===== src/rtl/spi_mem_bridge.sv =====
// SPI mode-0 slave that turns host transactions into single-cycle byte read and
// write strobes for a synchronous byte memory. All SPI pins are oversampled in clk.
module spi_mem_bridge #(
  parameter int ADDR_W      = 5,
  parameter int DATA_W      = 8,
  parameter int SYNC_STAGES = 2
) (
  input  logic              clk,
  input  logic              rst_n,
  input  logic              spi_sclk,
  input  logic              spi_cs_n,
  input  logic              spi_mosi,
  output logic              spi_miso,
  output logic              spi_miso_oe,
  output logic [ADDR_W-1:0] mem_addr,
  output logic [DATA_W-1:0] mem_wdata,
  output logic              mem_we,
  output logic              mem_re,
  input  logic [DATA_W-1:0] mem_rdata,
  output logic              busy
);
  localparam int CNT_W = (DATA_W > 1) ? $clog2(DATA_W) : 1;

  typedef enum logic [2:0] {IDLE, CMD, WRITE, FETCH, SHIFT} state_t;

  logic [SYNC_STAGES-1:0] sclk_sync_reg, cs_sync_reg, mosi_sync_reg;
  logic                   sclk_prev_reg;
  logic                   sclk_s, cs_s, mosi_s, rise, fall, last_bit;

  state_t                 state_reg, state_next;
  logic [CNT_W-1:0]       bit_cnt_reg, bit_cnt_next;
  logic [DATA_W-1:0]      shift_reg, shift_next, byte_in;
  logic [DATA_W-1:0]      tx_reg, tx_next;
  logic [ADDR_W-1:0]      addr_reg, addr_next;
  logic [DATA_W-1:0]      wdata_reg, wdata_next;
  logic                   we_reg, we_next, re_reg, re_next;
  logic                   busy_reg, busy_next, oe_reg, oe_next;

  // cs_n synchroniser resets to deselected so reset release never looks like a select
  always_ff @(posedge clk or negedge rst_n) begin
    if (!rst_n) begin
      sclk_sync_reg <= '0;
      cs_sync_reg   <= '1;
      mosi_sync_reg <= '0;
      sclk_prev_reg <= 1'b0;
    end else begin
      sclk_sync_reg <= {sclk_sync_reg[SYNC_STAGES-2:0], spi_sclk};
      cs_sync_reg   <= {cs_sync_reg[SYNC_STAGES-2:0], spi_cs_n};
      mosi_sync_reg <= {mosi_sync_reg[SYNC_STAGES-2:0], spi_mosi};
      sclk_prev_reg <= sclk_s;
    end
  end

  assign sclk_s   = sclk_sync_reg[SYNC_STAGES-1];
  assign cs_s     = cs_sync_reg[SYNC_STAGES-1];
  assign mosi_s   = mosi_sync_reg[SYNC_STAGES-1];
  assign rise     = sclk_s & ~sclk_prev_reg;
  assign fall     = ~sclk_s & sclk_prev_reg;
  assign last_bit = (bit_cnt_reg == CNT_W'(DATA_W-1));
  assign byte_in  = {shift_reg[DATA_W-2:0], mosi_s};

  always_ff @(posedge clk or negedge rst_n) begin
    if (!rst_n) begin
      state_reg   <= IDLE;
      bit_cnt_reg <= '0;
      shift_reg   <= '0;
      tx_reg      <= '0;
      addr_reg    <= '0;
      wdata_reg   <= '0;
      we_reg      <= 1'b0;
      re_reg      <= 1'b0;
      busy_reg    <= 1'b0;
      oe_reg      <= 1'b0;
    end else begin
      state_reg   <= state_next;
      bit_cnt_reg <= bit_cnt_next;
      shift_reg   <= shift_next;
      tx_reg      <= tx_next;
      addr_reg    <= addr_next;
      wdata_reg   <= wdata_next;
      we_reg      <= we_next;
      re_reg      <= re_next;
      busy_reg    <= busy_next;
      oe_reg      <= oe_next;
    end
  end

  always_comb begin
    state_next   = state_reg;
    bit_cnt_next = bit_cnt_reg;
    shift_next   = shift_reg;
    tx_next      = tx_reg;
    addr_next    = addr_reg;
    wdata_next   = wdata_reg;
    we_next      = 1'b0;
    re_next      = 1'b0;
    busy_next    = busy_reg;
    oe_next      = oe_reg;

    // the address advances in the cycle after each write strobe
    if (we_reg) addr_next = addr_reg + 1'b1;

    if (cs_s && state_reg != IDLE) begin
      state_next   = IDLE;
      bit_cnt_next = '0;
      tx_next      = '0;
      busy_next    = 1'b0;
      oe_next      = 1'b0;
    end else begin
      case (state_reg)
        IDLE: begin
          if (!cs_s) begin
            state_next   = CMD;
            bit_cnt_next = '0;
            shift_next   = '0;
            tx_next      = '0;
            busy_next    = 1'b1;
            oe_next      = 1'b1;
          end
        end
        CMD: begin
          if (rise) begin
            shift_next   = byte_in;
            bit_cnt_next = last_bit ? '0 : bit_cnt_reg + 1'b1;
            if (last_bit) begin
              addr_next = byte_in[ADDR_W-1:0];
              if (byte_in[DATA_W-1]) begin
                state_next = WRITE;
              end else begin
                state_next = FETCH;
                re_next    = 1'b1;
              end
            end
          end
        end
        WRITE: begin
          if (rise) begin
            shift_next   = byte_in;
            bit_cnt_next = last_bit ? '0 : bit_cnt_reg + 1'b1;
            if (last_bit) begin
              wdata_next = byte_in;
              we_next    = 1'b1;
            end
          end
        end
        FETCH: begin
          // read data is valid once the strobe cycle has passed
          if (!re_reg) begin
            tx_next    = mem_rdata;
            state_next = SHIFT;
          end
        end
        SHIFT: begin
          if (fall && bit_cnt_reg != '0) tx_next = {tx_reg[DATA_W-2:0], 1'b0};
          if (rise) begin
            bit_cnt_next = last_bit ? '0 : bit_cnt_reg + 1'b1;
            if (last_bit) begin
              addr_next  = addr_reg + 1'b1;
              re_next    = 1'b1;
              state_next = FETCH;
            end
          end
        end
        default: state_next = IDLE;
      endcase
    end
  end

  assign spi_miso    = tx_reg[DATA_W-1];
  assign spi_miso_oe = oe_reg;
  assign mem_addr    = addr_reg;
  assign mem_wdata   = wdata_reg;
  assign mem_we      = we_reg;
  assign mem_re      = re_reg;
  assign busy        = busy_reg;
endmodule


===== config.mk =====
export PLATFORM = sky130hd
export DESIGN_NAME = spi_mem_bridge
export DESIGN_NICKNAME = d
export VERILOG_FILES = /design/src/rtl/spi_mem_bridge.sv
export SDC_FILE = /design/constraint.sdc
export NUM_CORES = 1
export LEC_CHECK = 0
export BUFFER_PORTS_ARGS = -buffer_cell sky130_fd_sc_hd__buf_2
export CORE_UTILIZATION = 34
export CTS_CLUSTER_DIAMETER = 200
export DETAILED_ROUTE_END_ITERATION = 8
export HOLD_SLACK_MARGIN = 0.05
export PLACE_DENSITY_LB_ADDON = 0.15
export RECOVER_POWER = 100
export SLEW_MARGIN = 20
export SYNTH_ARGS = -nofsm -noshare
export SYNTH_HDL_FRONTEND = slang
export SYNTH_SLANG_ARGS = --single-unit

===== constraint.sdc =====
create_clock -name clk -period 2.7 [get_ports clk]
set_clock_uncertainty 0.05 [all_clocks]
set_input_delay 0.54 -clock clk [delete_from_list [all_inputs] [get_ports clk]]
set_output_delay 0.54 -clock clk [all_outputs]
set_load 0.03 [all_outputs]

==> reports/summary.log <==
qor: outcome.outcome completed
qor: synthesis.synth-warning-count 0
qor: synthesis.synth_cell_types 45
qor: final_layout.design.final.nets 267
qor: clocking.cts_hold_buf 0
qor: worst_setup_path.rr_worst_depth 7
qor: synthesis.postSynth.topFlopCell dfrtp_1
qor: detailed_routing.routed_via_density 5.02
qor: global_routing.grt_util_met1 0.197
qor: final_layout.multiInputGateArea 1070 um^2
qor: placement.globalplace.congestion 0.849
qor: global_routing.pin_count_of_the_biggest_net_entering_global_routing 29
qor: synthesis.synth_async_sr_flop_share 1.00
qor: final_layout.ff_latch_area 1100 um^2
qor: worst_hold_path.min_delay_worst_type in2reg
qor: synthesis.synth_cells 210
qor: clocking.post_cts.repair.setup_buffers 0
qor: worst_setup_path.reg2reg_slack 340 ps
qor: die.placementRows 29
qor: synthesis.synth.cell_area 2290 um^2
qor: detailed_routing.drt-pass1-iter-count 4
qor: sta.setup_violations 0
qor: die.dieHeight 84.1 um
qor: clocking.clkLatencyLatePin 290 ps
qor: sta.grt_setup_unrepaired no
qor: detailed_routing.post_drt_wl_per_cell 14.5 um
qor: final_layout.proportion_of_layout_cells_with_a_drive_suffix_above_1 0.198
qor: die.pin_count 31
qor: detailed_routing.drtAntennaViolNets 0
qor: clocking.cts_tree yes
qor: detailed_routing.vias 1625
qor: clocking.cts.clk_slew.worst_paths 80 ps
qor: worst_setup_path.arrival 2490 ps
qor: synthesis.synth_area_per_inst 10.9 um^2
qor: global_routing.grt_antenna_before_repair 0
qor: placement.hpwl 3.42 mm
qor: global_routing.most_congested_layer_reported_by_global_routing met2
qor: flow_run.timing.max_cap.violations 0
qor: detailed_routing.detailedRoute.firstIterationViolations 74
qor: worst_setup_path.end_kind register
qor: sta.timing_worst_slew_pin_value 935 ps
qor: sta.hold_viol 0
qor: global_routing.gr-usage-all-layers 0.148
qor: synthesis.seq_cells_post_synth 44
qor: global_routing.gr-usage-met3 0.0346
qor: global_routing.grt_pass1_wl 8.28 mm
qor: die.initial_core_utilization 0.357
qor: global_routing.first_global_vias 1677
qor: synthesis.syn-num-nets 231
qor: die.fp.dieArea 7070 um^2
qor: worst_setup_path.setup.worst_path.start_class register
qor: global_routing.grt_use_met2 0.236
qor: final_layout.num-fill-cells 661
qor: detailed_routing.detail_route.drc_violations 0
qor: worst_hold_path.hold_depth 1
qor: global_routing.sum_of_overflow_across_all_layers_after_global_routing 0
qor: clocking.tritoncts_num_sinks 44
qor: clocking.cts_buffer_depth 2
qor: die.design.core.area 6420 um^2
qor: worst_setup_path.path_class reg2reg
qor: worst_setup_path.worstPathRequired 2830 ps
qor: clocking.cts.htree.levels 2
qor: worst_setup_path.critical_path_peak_fanout 10
qor: sta.slew_viol_final 0
qor: detailed_routing.detail_route.wirelength 4.70 mm
qor: sta.min_period_over_period 0.873
qor: sta.fin_crit 2360 ps
qor: clocking.cts.repair.resized 0
qor: final_layout.antenna_cells 0
qor: final_layout.final_design_utilization 0.406
qor: final_layout.area_growth 13.8%
qor: placement.numPortBuffers 30
qor: sta.timing.setup.tns 0 ps
qor: die.fp.dieW 84.1 um
qor: synthesis.number_of_flops_mapped_to_enable_cells_by_yosys 0
qor: synthesis.yosysSeqAreaShare 0.482
qor: power.power.ir.vdd_worst 0.333 mV
qor: sta.slew_headroom 0.377
qor: clocking.cts_root_buffer clkbuf_8
qor: sta.maxClockFrequency 424 MHz
qor: power.power.static_leakage 1.18 nW
qor: clocking.cts_buffers 5
qor: power.cell_area_power_density 870 nW/um^2
[routing by layer]
metal,share of wire,routed length [um],vias up
li1,-,-,815
met1,0.51,2380,778
met2,0.45,2090,27
met3,0.033,156,5
met4,0.013,63,0
met5,0,0,-
[power by group]
part           internal, mW  switching [mW]
clock                 0.204           0.221
combinational         0.420           0.587
sequential            0.772          0.0658
total                  1.40           0.873
[path summary, 6_finish.rpt]
check,from,to
max reg2reg,state_reg[1],tx_reg[3]
min reg2reg,mosi_sync_reg[0],mosi_sync_reg[1]
min in group asynchronous,rst_n,mem_wdata[0]
max,state_reg[1],tx_reg[3]
min,spi_cs_n,cs_sync_reg[0]
max in group asynchronous,rst_n,tx_reg[2]
[through the flow]
step | instance area (um^2) | hold slack, ps | std cells | power [mW] | setup slack, ps
floorplan | 2290 | 194 | 210 | 1.63 | 326
global placement | 2560 | 283 | 316 | 1.90 | 391
detailed placement | 2560 | 286 | 316 | 1.90 | 336
CTS | 2650 | 111 | 324 | 2.34 | 313
global route | 2610 | 276 | 324 | 2.46 | 86.3
finish | 2610 | 291 | 324 | 2.27 | 344
[critical path: stages, from the launching register on]
cell and delay (ps):
dfrtp_1 380, nor2_1 180, nand2_1 130, ha_1 340, nor4bb_1 440, a21oi_1 150
nand3_2 210, mux2_2 360
[cell usage after synthesis, drive strengths merged, types with 2 or more instances]
cell | number | area share
a211oi | 2 | 0.0066
a21oi | 4 | 0.0087
a22o | 8 | 0.031
a22oi | 4 | 0.013
buf | 10 | 0.022
dfrtp | 42 | 0.46
dfstp | 2 | 0.023
ha | 8 | 0.044
inv | 14 | 0.023
mux2 | 15 | 0.074
mux2i | 11 | 0.048
nand2 | 18 | 0.029
nand2b | 3 | 0.0082
nand3 | 7 | 0.017
nand3b | 2 | 0.0066
nand4 | 2 | 0.0055
nor2 | 10 | 0.016
nor2b | 4 | 0.011
nor3 | 4 | 0.0087
nor4b | 3 | 0.021
o21ai | 10 | 0.022
o221ai | 2 | 0.0076
o22ai | 3 | 0.0082
xnor2 | 4 | 0.015
xor2 | 3 | 0.011
[layout make-up]
class	instances	share of cell area
inverter	14	0.0202
sequential	44	0.423
tap	77	0.0369
multi-input combinational	141	0.411
clock inverter	2	0.00384
clock buffer	6	0.0317
timing repair buffer	40	0.0734
[cells in the final DEF, fill, tap and decap left out, types with 2 or more instances in the layout]
cell	count
clkbuf_1	21
buf_2	11
clkinv_2	2
dfrtp_1	42
nor2b_1	4
inv_1	14
a211oi_1	2
nand3b_1	2
clkbuf_8	6
a21oi_1	4
a22oi_1	4
xnor2_1	4
o221ai_1	2
nor2_1	10
o21ai_0	10
nand4_1	2
xor2_1	3
o22ai_1	3
nand3_1	6
ha_1	8
a22o_1	8
buf_4	7
nand2b_1	3
mux2_2	15
mux2i_1	11
nor3_1	4
nand2_1	18
[logic make-up (layout without fill, tap and decap cells)]
group / count (synthesis) / count (layout) / synth area share
simple gates: 59 / 59 / 0.151
buf+inv: 25 / 62 / 0.0470
xor+xnor: 7 / 7 / 0.0268
fa+ha+maj: 9 / 9 / 0.0486
compound gates: 40 / 40 / 0.123
flops: 44 / 44 / 0.482
mux: 26 / 26 / 0.122
No activity file was read; power rests on OpenSTA's default activity.
